### src/rtl/bin_to_digit_codes_pkg.sv
// Shared definitions for the binary-to-display-code converter and the seven-segment driver:
// FSM encoding, display codes and accumulator sizing.
package bin_to_digit_codes_pkg;

  localparam logic [1:0] ST_IDLE   = 2'd0;
  localparam logic [1:0] ST_SHIFT  = 2'd1;
  localparam logic [1:0] ST_FORMAT = 2'd2;

  localparam logic [4:0] CODE_BLANK = 5'h1F;
  localparam logic [4:0] CODE_DASH  = 5'h10;

  // Decimal digit count of 2^width-1, i.e. floor(width*log10(2))+1 (2^width is never a power of ten).
  function automatic int acc_nibbles(input int width);
    return (width * 30103) / 100000 + 1;
  endfunction

endpackage

### src/rtl/bin_to_digit_codes_add3.sv
// Double-dabble correction cell: a BCD nibble of 5 or more gets +3 before the shift.
module bcd_add3_nibble (
  input  logic [3:0] n_i,
  output logic [3:0] n_o
);

  assign n_o = (n_i >= 4'd5) ? (n_i + 4'd3) : n_i;

endmodule

### src/rtl/bin_to_digit_codes.sv
// Sequential shift-and-add-3 binary-to-BCD converter producing per-digit display codes,
// with leading-zero blanking and an overflow dash pattern.
module bin_to_digit_codes
  import bin_to_digit_codes_pkg::*;
#(
  parameter int         WIDTH    = 27,
  parameter int         DIGITS   = 8,
  parameter logic [4:0] BLANK    = CODE_BLANK,
  parameter int         LZ_BLANK = 1
) (
  input  logic                  clk,
  input  logic                  rst,
  input  logic                  start,
  input  logic [WIDTH-1:0]      bin_in,
  output logic                  ready,
  output logic                  done,
  output logic                  ovf,
  output logic [5*DIGITS-1:0]   digits
);

  localparam int NIB  = acc_nibbles(WIDTH);
  localparam int BCDW = 4 * NIB;
  localparam int EXTW = 4 * ((NIB > DIGITS) ? NIB : DIGITS);
  localparam int CW   = $clog2(WIDTH + 1);
  localparam logic [CW-1:0] LAST_CNT = CW'(WIDTH - 1);

  logic [1:0]           state_q, state_d;
  logic [WIDTH-1:0]     bin_q, bin_d;
  logic [BCDW-1:0]      bcd_q, bcd_d;
  logic [BCDW-1:0]      adj_s;
  logic [EXTW-1:0]      bcd_ext_s;
  logic [CW-1:0]        cnt_q, cnt_d;
  logic [5*DIGITS-1:0]  digits_q, digits_d, fmt_s;
  logic                 ovf_q, ovf_d, ovf_s;
  logic                 done_q, done_d;

  for (genvar g = 0; g < NIB; g++) begin : g_add3
    bcd_add3_nibble u_add3 (
      .n_i (bcd_q[4*g +: 4]),
      .n_o (adj_s[4*g +: 4])
    );
  end

  assign bcd_ext_s = EXTW'(bcd_q);

  if (NIB > DIGITS) begin : g_ovf
    assign ovf_s = |bcd_ext_s[EXTW-1:4*DIGITS];
  end else begin : g_no_ovf
    assign ovf_s = 1'b0;
  end

  // Display codes from the finished accumulator; scanned from the top so blanking stops at the first non-zero digit.
  always_comb begin : fmt_comb
    logic       seen;
    logic [3:0] nib;
    seen  = 1'b0;
    nib   = 4'd0;
    fmt_s = '0;
    for (int i = DIGITS - 1; i >= 0; i--) begin
      nib = bcd_ext_s[4*i +: 4];
      if (ovf_s) begin
        fmt_s[5*i +: 5] = CODE_DASH;
      end else if ((LZ_BLANK != 0) && !seen && (nib == 4'd0) && (i != 0)) begin
        fmt_s[5*i +: 5] = BLANK;
      end else begin
        fmt_s[5*i +: 5] = {1'b0, nib};
      end
      if (nib != 4'd0) begin
        seen = 1'b1;
      end else begin
        seen = seen;
      end
    end
  end

  // Next-state logic for the FSM, shift register, iteration counter and output registers.
  always_comb begin
    state_d  = state_q;
    bin_d    = bin_q;
    bcd_d    = bcd_q;
    cnt_d    = cnt_q;
    digits_d = digits_q;
    ovf_d    = ovf_q;
    done_d   = 1'b0;
    case (state_q)
      ST_IDLE: begin
        if (start) begin
          bin_d   = bin_in;
          bcd_d   = '0;
          cnt_d   = '0;
          state_d = ST_SHIFT;
        end else begin
          state_d = ST_IDLE;
        end
      end
      ST_SHIFT: begin
        bcd_d = {adj_s[BCDW-2:0], bin_q[WIDTH-1]};
        bin_d = {bin_q[WIDTH-2:0], 1'b0};
        cnt_d = cnt_q + CW'(1);
        if (cnt_q == LAST_CNT) begin
          state_d = ST_FORMAT;
        end else begin
          state_d = ST_SHIFT;
        end
      end
      ST_FORMAT: begin
        digits_d = fmt_s;
        ovf_d    = ovf_s;
        done_d   = 1'b1;
        state_d  = ST_IDLE;
      end
      default: begin
        state_d = ST_IDLE;
      end
    endcase
  end

  // State and datapath registers; reset abandons any conversion in flight.
  always_ff @(posedge clk or negedge rst) begin
    if (!rst) begin
      state_q  <= ST_IDLE;
      bin_q    <= '0;
      bcd_q    <= '0;
      cnt_q    <= '0;
      digits_q <= {DIGITS{BLANK}};
      ovf_q    <= 1'b0;
      done_q   <= 1'b0;
    end else begin
      state_q  <= state_d;
      bin_q    <= bin_d;
      bcd_q    <= bcd_d;
      cnt_q    <= cnt_d;
      digits_q <= digits_d;
      ovf_q    <= ovf_d;
      done_q   <= done_d;
    end
  end

  assign ready  = (state_q == ST_IDLE);
  assign done   = done_q;
  assign ovf    = ovf_q;
  assign digits = digits_q;

endmodule

### config.mk
export PLATFORM = sky130hd
export DESIGN_NAME = bin_to_digit_codes
export DESIGN_NICKNAME = d
export VERILOG_FILES = /design/src/rtl/bin_to_digit_codes_pkg.sv /design/src/rtl/bin_to_digit_codes_add3.sv /design/src/rtl/bin_to_digit_codes.sv
export SDC_FILE = /design/constraint.sdc
export NUM_CORES = 1
export LEC_CHECK = 0
export CORE_ASPECT_RATIO = 1.2
export CORE_MARGIN = 2
export CORE_UTILIZATION = 50
export CTS_CLUSTER_SIZE = 8
export DETAILED_ROUTE_END_ITERATION = 12
export PLACE_DENSITY_LB_ADDON = 0.2
export SETUP_SLACK_MARGIN = 0.1
export SYNTH_ARGS = -nofsm -noshare
export SYNTH_HDL_FRONTEND = slang
export SYNTH_SLANG_ARGS = --single-unit
### constraint.sdc
create_clock -name clk -period 2.45 [get_ports clk]
set_input_delay 0.735 -clock clk [delete_from_list [all_inputs] [get_ports clk]]
set_output_delay 0.735 -clock clk [all_outputs]
set_load 0.01 [all_outputs]
==> out/results.txt <==
run status: finished, final reports clean
post-synthesis cell count: 525
count of endpoints failing hold in the final timing report: 0
nature of the critical path startpoint: flip-flop
Global Route Usage Sum: 20.4%
critical setup path kind: flip-flop to primary output
initial cell density of the core: 51.2%
source-to-sink clock delay at the later pin of the worst-skew pair: 0.35 ns
Seq/Total Area, Yosys: 52.9%
height of the die: 118 µm
Layout area overhead: 22.0%
net count after synthesis: 581
total placed cells including tap cells: 710
hold bufs inserted after CTS: 0
ordered list of cells on the worst path: nor2_1, clkdlybuf4s50_1
total core area: 10,500 µm²
pins over their slew limit: 0
slowest CP cell: sky130_fd_sc_hd__clkdlybuf4s50_1
Die Span X: 98.8 µm
worst setup skew after layout: 0.00777 ns
via total after detailed routing: 4,111
areal power density over the cells: 1220 nW/µm²
Setup TNS Final: 0 ns
drc violations: 0
flip-flop and latch count after synthesis: 112
HP Class: primary input to async pin
Detailed Route WL: 11,400 µm
number of buffers added for setup after CTS: 0
ant diodes: 0
Detailed Route Iter0 Violations: 205
Yosys top cell by area: sky130_fd_sc_hd__dfrtp_1
Routed wire per std cell: 15.7 µm
final worst path period need: 2.22 ns
final layout net count: 648
clock slew at reported path FFs: 0.07 ns
worst path bufs/invs: 1
number of buffer cells added on primary ports: 72
FFs w/ async S/R, synth: 100%
cell class contributing the biggest share of worst-path delay: buffers and inverters
Resize count post-CTS: 0
remaining number of nets flagged by the antenna check after routing: 0
clock buffer count from CTS: 9
share of the core filled with cells: 62.5%
TritonCTS sink count: 112
global route overflow: 0
required time worst endpoint: 1.71 ns
VDD IR-drop max: 511 µV
portion of synthesized cell area occupied by the leading cell type: 33.4%
fmax: 450 MHz
global routing met3 resource utilization: 2.91%
startpoint of the worst register-to-register path: bcd_ext_s[12]$_DFFE_PN0P_
final standard cell count with taps included and fillers excluded: 726
final number of setup-violating endpoints: 0
CP Data Arrival Time: 1.49 ns
GPL Wtd Cong: 0.803
number of global-route vias before repair: 4,144
leakage power total: 2.82 nW
share of the cycle needed by the critical path after routing: 90.7%
number of placement rows: 41
netlist area before placement: 5390 µm²
Crit Path Max Fanout: 6
proportion of layout cells with a drive suffix above 1: 16.1%
delay of the slowest cell on the worst path: 0.55 ns
number of max-cap violations: 0
TritonCTS clock tree: yes
number of search-and-repair iterations in the first detailed-routing pass: 4
largest net degree at the start of global routing: 42
Avg Cell Area, Syn: 10.3 µm²
grt met1 use: 26.0%
post-detailed-route via-to-cell ratio: 5.66
top cells by instance count after synthesis: sky130_fd_sc_hd__dfrtp_1 (72), sky130_fd_sc_hd__nand2_1 (72), sky130_fd_sc_hd__o21ai_0 (52)
post-synthesis cell type count: 49
global routing met2 resource utilization: 35.2%
Post-synth top flop: sky130_fd_sc_hd__dfrtp_1
clk buf depth: 2
Yosys warning total: 0
wire length of the first global-routing pass: 19,600 µm
Die Outline Area: 11,600 µm²
Max-slew headroom: 52.3%
total design power: 8.02 mW
Boundary Pins: 73
crit path capture type: primary output
Top Usage Layer GRT: met2
Crit. Startpoint: state_q[1]$_DFF_PN0_
CTS H-tree lvls: 3
CTS Root Buffer Type: sky130_fd_sc_hd__clkbuf_16
setup repair after global routing missed its margin: no
biggest area contributors in the synthesized netlist: sky130_fd_sc_hd__dfrtp_1 (33%), sky130_fd_sc_hd__dfstp_2 (20%), sky130_fd_sc_hd__ha_1 (6.0%), sky130_fd_sc_hd__nand2_1 (5.0%), sky130_fd_sc_hd__o21ai_0 (4.8%)
post-detail-place hpwl: 7780 µm
initial antenna violation count: 0
transition time at the pin with the least slew margin: 0.715 ns
number of enable-type register cells in the synthesized netlist: 0
kinds of logic after synthesis:
kind of cell	after synthesis	share of synthesized area, %
buffers and inverters	51	3.92
adder cells (fa/ha/maj)	26	6.04
XOR/XNOR	11	1.79
AO/OA/AOI/OAI	141	17.5
multiplexers	9	1.86
flip-flops	112	52.9
AND/OR/NAND/NOR	175	16.0
flip-flops by register name (all words and copies together), names as in the netlist:
name and count:
state_q 2, ovf 1, digits 40, cnt_q 5
bcd_ext_s 36, done 1, bin_q 27
layer usage:
| layer | up-vias | part of all wire [%] |
|---|---|---|
| li1 | 1999 | - |
| met1 | 2001 | 43 |
| met2 | 94 | 51 |
| met3 | 17 | 4.2 |
| met4 | 0 | 1.9 |
| met5 | - | 0 |
report_power, final:
group	leakage, nW	internal [mW]	total (mW)	switching, mW
clock	0.150	0.846	1.47	0.625
combinational	1.37	1.59	3.19	1.60
sequential	1.31	2.72	3.35	0.638
through the flow:
step | instance area (µm²) | setup slack [ns] | hold slack (ns)
after floorplan | 5390 | 0.632 | 0.439
after global placement | 6280 | 0.211 | 0.442
after detailed placement | 6280 | 0.177 | 0.443
after CTS | 6580 | 0.209 | 0.352
after global routing | 6580 | 0.161 | 0.384
final | 6580 | 0.229 | 0.345
path summary, 6_finish.rpt:
path	end	slack, ns	cells after the start
worst min register to register	digits[32]$_DFFE_PN1P_	0.45	2
worst max-delay path	ready	0.23	2
worst max register to register	digits[8]$_DFFE_PN1P_	0.41	6
max in group asynchronous	digits[38]$_DFFE_PN1P_	1.47	2
worst min-delay path	bcd_ext_s[13]$_DFFE_PN0P_	0.35	1
min in group clk	digits[32]$_DFFE_PN1P_	0.45	2
cell usage in the layout (no fill, tap or decap), types with 2 or more instances in the layout:
cell type and instances:
sky130_fd_sc_hd__nand2_1 72, sky130_fd_sc_hd__dfrtp_1 72, sky130_fd_sc_hd__clkdlybuf4s50_1 71, sky130_fd_sc_hd__o21ai_0 52, sky130_fd_sc_hd__dfstp_2 40, sky130_fd_sc_hd__nor2_1 34, sky130_fd_sc_hd__nand3_1 31, sky130_fd_sc_hd__ha_1 26
sky130_fd_sc_hd__inv_1 20, sky130_fd_sc_hd__a22oi_1 17, sky130_fd_sc_hd__a21oi_1 16, sky130_fd_sc_hd__o31ai_1 16, sky130_fd_sc_hd__buf_4 13, sky130_fd_sc_hd__nand2b_1 9, sky130_fd_sc_hd__xnor2_1 9, sky130_fd_sc_hd__a32o_1 9
sky130_fd_sc_hd__o22ai_1 9, sky130_fd_sc_hd__clkbuf_16 9, sky130_fd_sc_hd__mux2_2 8, sky130_fd_sc_hd__a221o_1 8, sky130_fd_sc_hd__nor3b_1 7, sky130_fd_sc_hd__a221o_2 4, sky130_fd_sc_hd__o22a_1 3, sky130_fd_sc_hd__xor2_1 2
sky130_fd_sc_hd__nor3b_2 2, sky130_fd_sc_hd__nand4_1 2, sky130_fd_sc_hd__and3_1 2, sky130_fd_sc_hd__nor3_1 2, sky130_fd_sc_hd__a22o_1 2, sky130_fd_sc_hd__o211ai_1 2, sky130_fd_sc_hd__clkbuf_8 2, sky130_fd_sc_hd__clkbuf_1 2
sky130_fd_sc_hd__clkinv_2 2, sky130_fd_sc_hd__buf_12 2
final cells by class:
cell class                      instances  area [µm²]
Fill cell                             890        3940
Inverter                               21        78.8
Multi-Input combinational cell        362        2330
Sequential cell                       112        2850
Clock inverter                          3        40.0
Tap cell                              129         161
Timing Repair Buffer                   86         848
Clock buffer                           13         260
Power figures use the tool's default switching activity.
==> edit 1 (same settings) <==
Reset style: synchronous (`rst`), changed in one clocked block.
--- a/src/rtl/bin_to_digit_codes.sv
+++ b/src/rtl/bin_to_digit_codes.sv
@@ -116,7 +116,7 @@
   end
 
   // State and datapath registers; reset abandons any conversion in flight.
-  always_ff @(posedge clk or negedge rst) begin
+  always_ff @(posedge clk) begin
     if (!rst) begin
       state_q  <= ST_IDLE;
       bin_q    <= '0;
Behaviour: differs if rst is asserted again (counterexample within 4 cycles, from zero or initial values and one cycle with rst low); with rst held inactive, the same outputs for 10 cycles.
==> edit 1 against the unedited design <==
Cell count rose by 4.0%. Non-clock buffer count rose by 5. Critical path depth did not move. Maximum frequency fell by 0.98%. Area after synthesis fell by 8.4%. Wire length rose by 3.0%. Clock skew barely moved. Worst setup slack got worse by 0.022 ns. Final area fell by 7.0%. Sequential cell count did not move. Largest cell class is now multi-input combinational cells.
Power is not compared: it rests on default switching activity, and its combinational part moved more than twofold at a synthesized area within 25%.
==> edit 1: results (changes against the unedited design) <==
[worst_setup_path]
ff2ff_setup_slack_ns = 0.32  ; -0.09 ns
cp_slowest_stage_delay_ns = 0.58  ; +0.03 ns
reg2reg_from = bcd_ext_s[32]$_SDFFE_PN0P_
arrival_ns = 1.51  ; +0.02 ns
r2r_cells = 7  ; +1
path_max_fanout = 8  ; +2
regToRegEndpoint = digits[34]$_SDFFE_PN1P_

[cts]
clk_pin_slew_ns = 0.07  ; about the same
cts_root_buffer = clkbuf_16
postCtsSetupBuffers = 0  ; unchanged

[global_routing]
grt.met2_usage = 0.385  ; +0.0331
grt_max_degree = 37  ; -12%
first_global_vias = 4188  ; +1.1%
grtUsageTotal = 0.226  ; +0.0216
met3_usage = 0.0459  ; +0.0168
grtUsageMet1 = 0.278  ; +0.0187
grt_pass1_wl_um = 19300  ; -1.1%

[routing]
drt-wirelength-per-cell_um = 15.5  ; -0.98%
routed_via_density = 5.66  ; -0.12%
wl_met1_um = 5190  ; +5.8%
wl_met3_um = 607  ; +28%
dr.pass1.iters = 5  ; +1
wl_met2_um = 5760  ; -0.43%

[hold_path]
hp-class = flip-flop to flip-flop
hold_depth = 2

[final_layout]
seq_cells = 112  ; unchanged
nNetsFinal = 683  ; +5.4%
seq_area_um2 = 2240  ; -21%
largest_register_ffs = 40  ; unchanged
fillers = 838  ; -5.8%
n_all_buffers = 91  ; +5.8%
clkbuf_count = 10  ; -3
inv_count = 24  ; +14%
buffer_area_frac = 0.145  ; +0.0163
drive_gt1_frac = 0.0791  ; -0.0817
multi_input_area_um2 = 2460  ; +5.4%
clockNetworkAreaShare = 0.0460  ; +0.000369
multiInputCombCellCount = 389  ; +7.5%

[synth]
synth_area_leaders = dfxtp_1 45%, ha_1 6.6%, a21oi_1 6.4%
synthArstFlopShare = 0  ; -1.00
yosysWarnings = 0  ; unchanged
synth.distinct_cells = 54  ; +10%
seq_area_frac_synth = 0.454  ; -0.0750
synth_common_cells = 112 x dfxtp_1, 63 x a21oi_1, 63 x o21ai_0, 46 x nor2_1, 41 x nand2_1

[placed_design]
place_congestion = 0.773  ; -3.8%
dp_hpwl_um = 8130  ; +4.5%

[outcome]
status = finished, final reports clean

[timing]
skew_ns = 0.00750  ; -0.000271 ns
worstMarginPinSlew_ns = 0.531  ; -0.184 ns

[edit 1: cell types whose count changed after synthesis, sizes merged, moves of 30 or more]
cell	unedited run	this run
dfxtp	0	112
dfrtp	72	0
a21oi	16	63
dfstp	40	0
nand2	73	41
nand3	31	1
[edit 1: stage by stage]
| step | setup slack (ns) | cells | hold WS, ns | cell area, µm² | total power [mW] |
|---|---|---|---|---|---|
| after global placement | 0.271 | 739 | 0.441 | 5830 | 2.16 |
| after CTS | 0.198 | 755 | 0.458 | 6120 | 3.54 |
| after global routing | 0.122 | 755 | 0.479 | 6120 | 3.66 |
| final | 0.207 | 755 | 0.455 | 6120 | 3.52 |
| after detailed placement | 0.227 | 739 | 0.448 | 5830 | 2.17 |
| after floorplan | 0.614 | 559 | 0.426 | 4930 | 2.06 |
[edit 1: worst max-delay path by stage]
stage	startpoint	endpoint	slack (ns)	depth (start not counted)
floorplan	bcd_ext_s[28]$_SDFFE_PN0P_	digits[7]$_SDFFE_PN1P_	0.61	6
global placement	start	bcd_ext_s[31]$_SDFFE_PN0P_	0.27	6
detailed placement	start	bcd_ext_s[35]$_SDFFE_PN0P_	0.23	6
CTS	state_q[1]$_SDFF_PN0_	ready	0.20	2
global route	state_q[1]$_SDFF_PN0_	ready	0.12	2
finish	state_q[1]$_SDFF_PN0_	ready	0.21	2
[edit 1: cells by family after synthesis]
group,synth area share
compound gates,0.267
fa+ha+maj,0.0659
simple gates,0.126
mux,0.0195
buf+inv,0.0472
flops,0.454
xor+xnor,0.0195
[edit 1: power groups by stage]
stage / sequential, mW / clock, mW / combinational, mW
after floorplan: 1.92 / 0 / 0.139
after global placement: 1.92 / 0 / 0.236
after detailed placement: 1.93 / 0 / 0.241
after CTS: 1.88 / 1.41 / 0.244
after global routing: 1.89 / 1.50 / 0.269
final: 1.88 / 1.39 / 0.243
==> edit 2 (same settings) <==
Made on the original files. Set the parameter `DIGITS` to 7 (it was 8).
--- a/src/rtl/bin_to_digit_codes.sv
+++ b/src/rtl/bin_to_digit_codes.sv
@@ -4,7 +4,7 @@
   import bin_to_digit_codes_pkg::*;
 #(
   parameter int         WIDTH    = 27,
-  parameter int         DIGITS   = 8,
+  parameter int         DIGITS   = 7,
   parameter logic [4:0] BLANK    = CODE_BLANK,
   parameter int         LZ_BLANK = 1
 ) (
Ports: changed (resized digits); port bits go from 73 to 68. The function was not compared with the original's and may differ.
==> edit 2 against the unedited design <==
Power shrank 13%. Clock power up 4%. Largest cell class unchanged. Sequential share of layout area down 0.37 points. Worst hold slack worse by 0.092 ns. Wire length is 5.5% lower. Area after synthesis down 3.7%. Sequential cell count shrank 5. Largest power group unchanged. Maximum frequency increased by 0.89%. Register-to-register slack improved by 0.06 ns. Final area fell by 3.8%. Worst setup slack improved by 0.020 ns.
==> edit 2: results (changes against the unedited design) <==
[outcome]
status = finished, final reports clean

[pwr]
ir_drop_uv = 481  ; -5.7%
switching_share = 0.363  ; +0.00577
total_leakage_power_nw = 2.67  ; -5.4%
powerSeq_mw = 2.86  ; -15%
pwr.group.clock_mw = 1.53  ; +4%
internal-power_mw = 4.42  ; -14%

[worst_setup_path]
arrival_ns = 1.47  ; -0.02 ns
path_max_fanout = 6  ; unchanged
regToRegEndpoint = digits[11]$_DFFE_PN1P_
reg2reg_from = state_q[0]$_DFF_PN0_
ff2ff_setup_slack_ns = 0.47  ; +0.06 ns
r2r_cells = 5  ; -1

[timing]
hold_ws_ns = 0.254  ; -0.0917 ns
worst_slack_ns = 0.248  ; +0.0196 ns
skew_ns = 0.00856  ; +0.000794 ns
drv_slew = 0  ; unchanged
worstMarginPinSlew_ns = 0.615  ; -0.101 ns

[final_layout]
drive_gt1_frac = 0.150  ; -0.0109
layout.cells.non_filler = 693  ; -4.5%
largest_register_ffs = 36  ; -10%
nNetsFinal = 618  ; -4.6%

[routing]
routed_via_density = 5.65  ; -0.16%
wirelength_um = 10800  ; -5.5%
dr.first_iter.drc_count = 167  ; -19%

[placed_design]
post-place-ws_ns = 0.159  ; -0.0184 ns
dp_hpwl_um = 7400  ; -4.9%
placed_cells = 677  ; -4.6%
port_buffers = 67  ; -6.9%
place_congestion = 0.737  ; -8.2%
placed_area_um2 = 6010  ; -4.2%

[global_routing]
grt.met2_usage = 0.345  ; -0.00640
grt_max_degree = 55  ; +31%
grtUsageTotal = 0.202  ; -0.00240
first_global_vias = 3960  ; -4.4%
grtUsageMet1 = 0.254  ; -0.00510
met3_usage = 0.0368  ; +0.00769
grt_pass1_wl_um = 18400  ; -5.7%
antenna_found_initial = 0  ; unchanged

[synth]
seq_area_frac_synth = 0.524  ; -0.00515
synth_area_leaders = dfrtp_1 35%, dfstp_2 18%, ha_1 6.3%
netlist_instances = 500  ; -4.8%
synth.distinct_cells = 47  ; -4.1%
synthMuxAreaShare = 0.0174  ; -0.00122
synth-xor-area-share = 0.0202  ; +0.00237
synth_compound_gate_area_share = 0.174  ; -0.000564
synthAdderAreaFrac = 0.0627  ; +0.00230
synth_common_cells = 72 x dfrtp_1, 48 x nand2_1, 45 x nor2_1, 43 x o21ai_0, 35 x dfstp_2
synth_nets = 556  ; -4.3%

[cts]
clk_pin_slew_ns = 0.07  ; about the same
htree_levels = 3  ; unchanged
clkLatencyLatePin_ns = 0.35  ; about the same
cts_resized = 0  ; unchanged
postCtsSetupBuffers = 0  ; unchanged

[flow_run]
drv_cap = 0  ; unchanged

edit 2: cell types whose count changed after synthesis, moves of 5 or more:
cell / delta
clkbuf_1: -7
o22ai_1: +6
o21ai_0: -9
nand2_1: -24
nor2_1: +11
dfstp_2: -5
edit 2: final cells by class:
| class | count | area (µm²) |
|---|---|---|
| clock buffer | 15 | 288 |
| timing repair buffer | 80 | 803 |
| fill | 834 | 3730 |
| sequential | 107 | 2720 |
| inverter | 21 | 78.8 |
| clock inverter | 1 | 30.0 |
| multi-input combinational | 343 | 2250 |
| tap | 126 | 158 |
edit 2: per-layer routing:
layer | routed length, µm | vias up
met3 | 456 | 22
met5 | 0 | -
met1 | 4960 | 1886
li1 | - | 1906
met2 | 5100 | 104
met4 | 235 | 0
edit 2: kinds of logic after synthesis:
kind of cell / count (synthesis)
buf+inv: 50
compound gates: 136
fa+ha+maj: 26
mux: 8
simple gates: 161
xor+xnor: 12
flops: 107
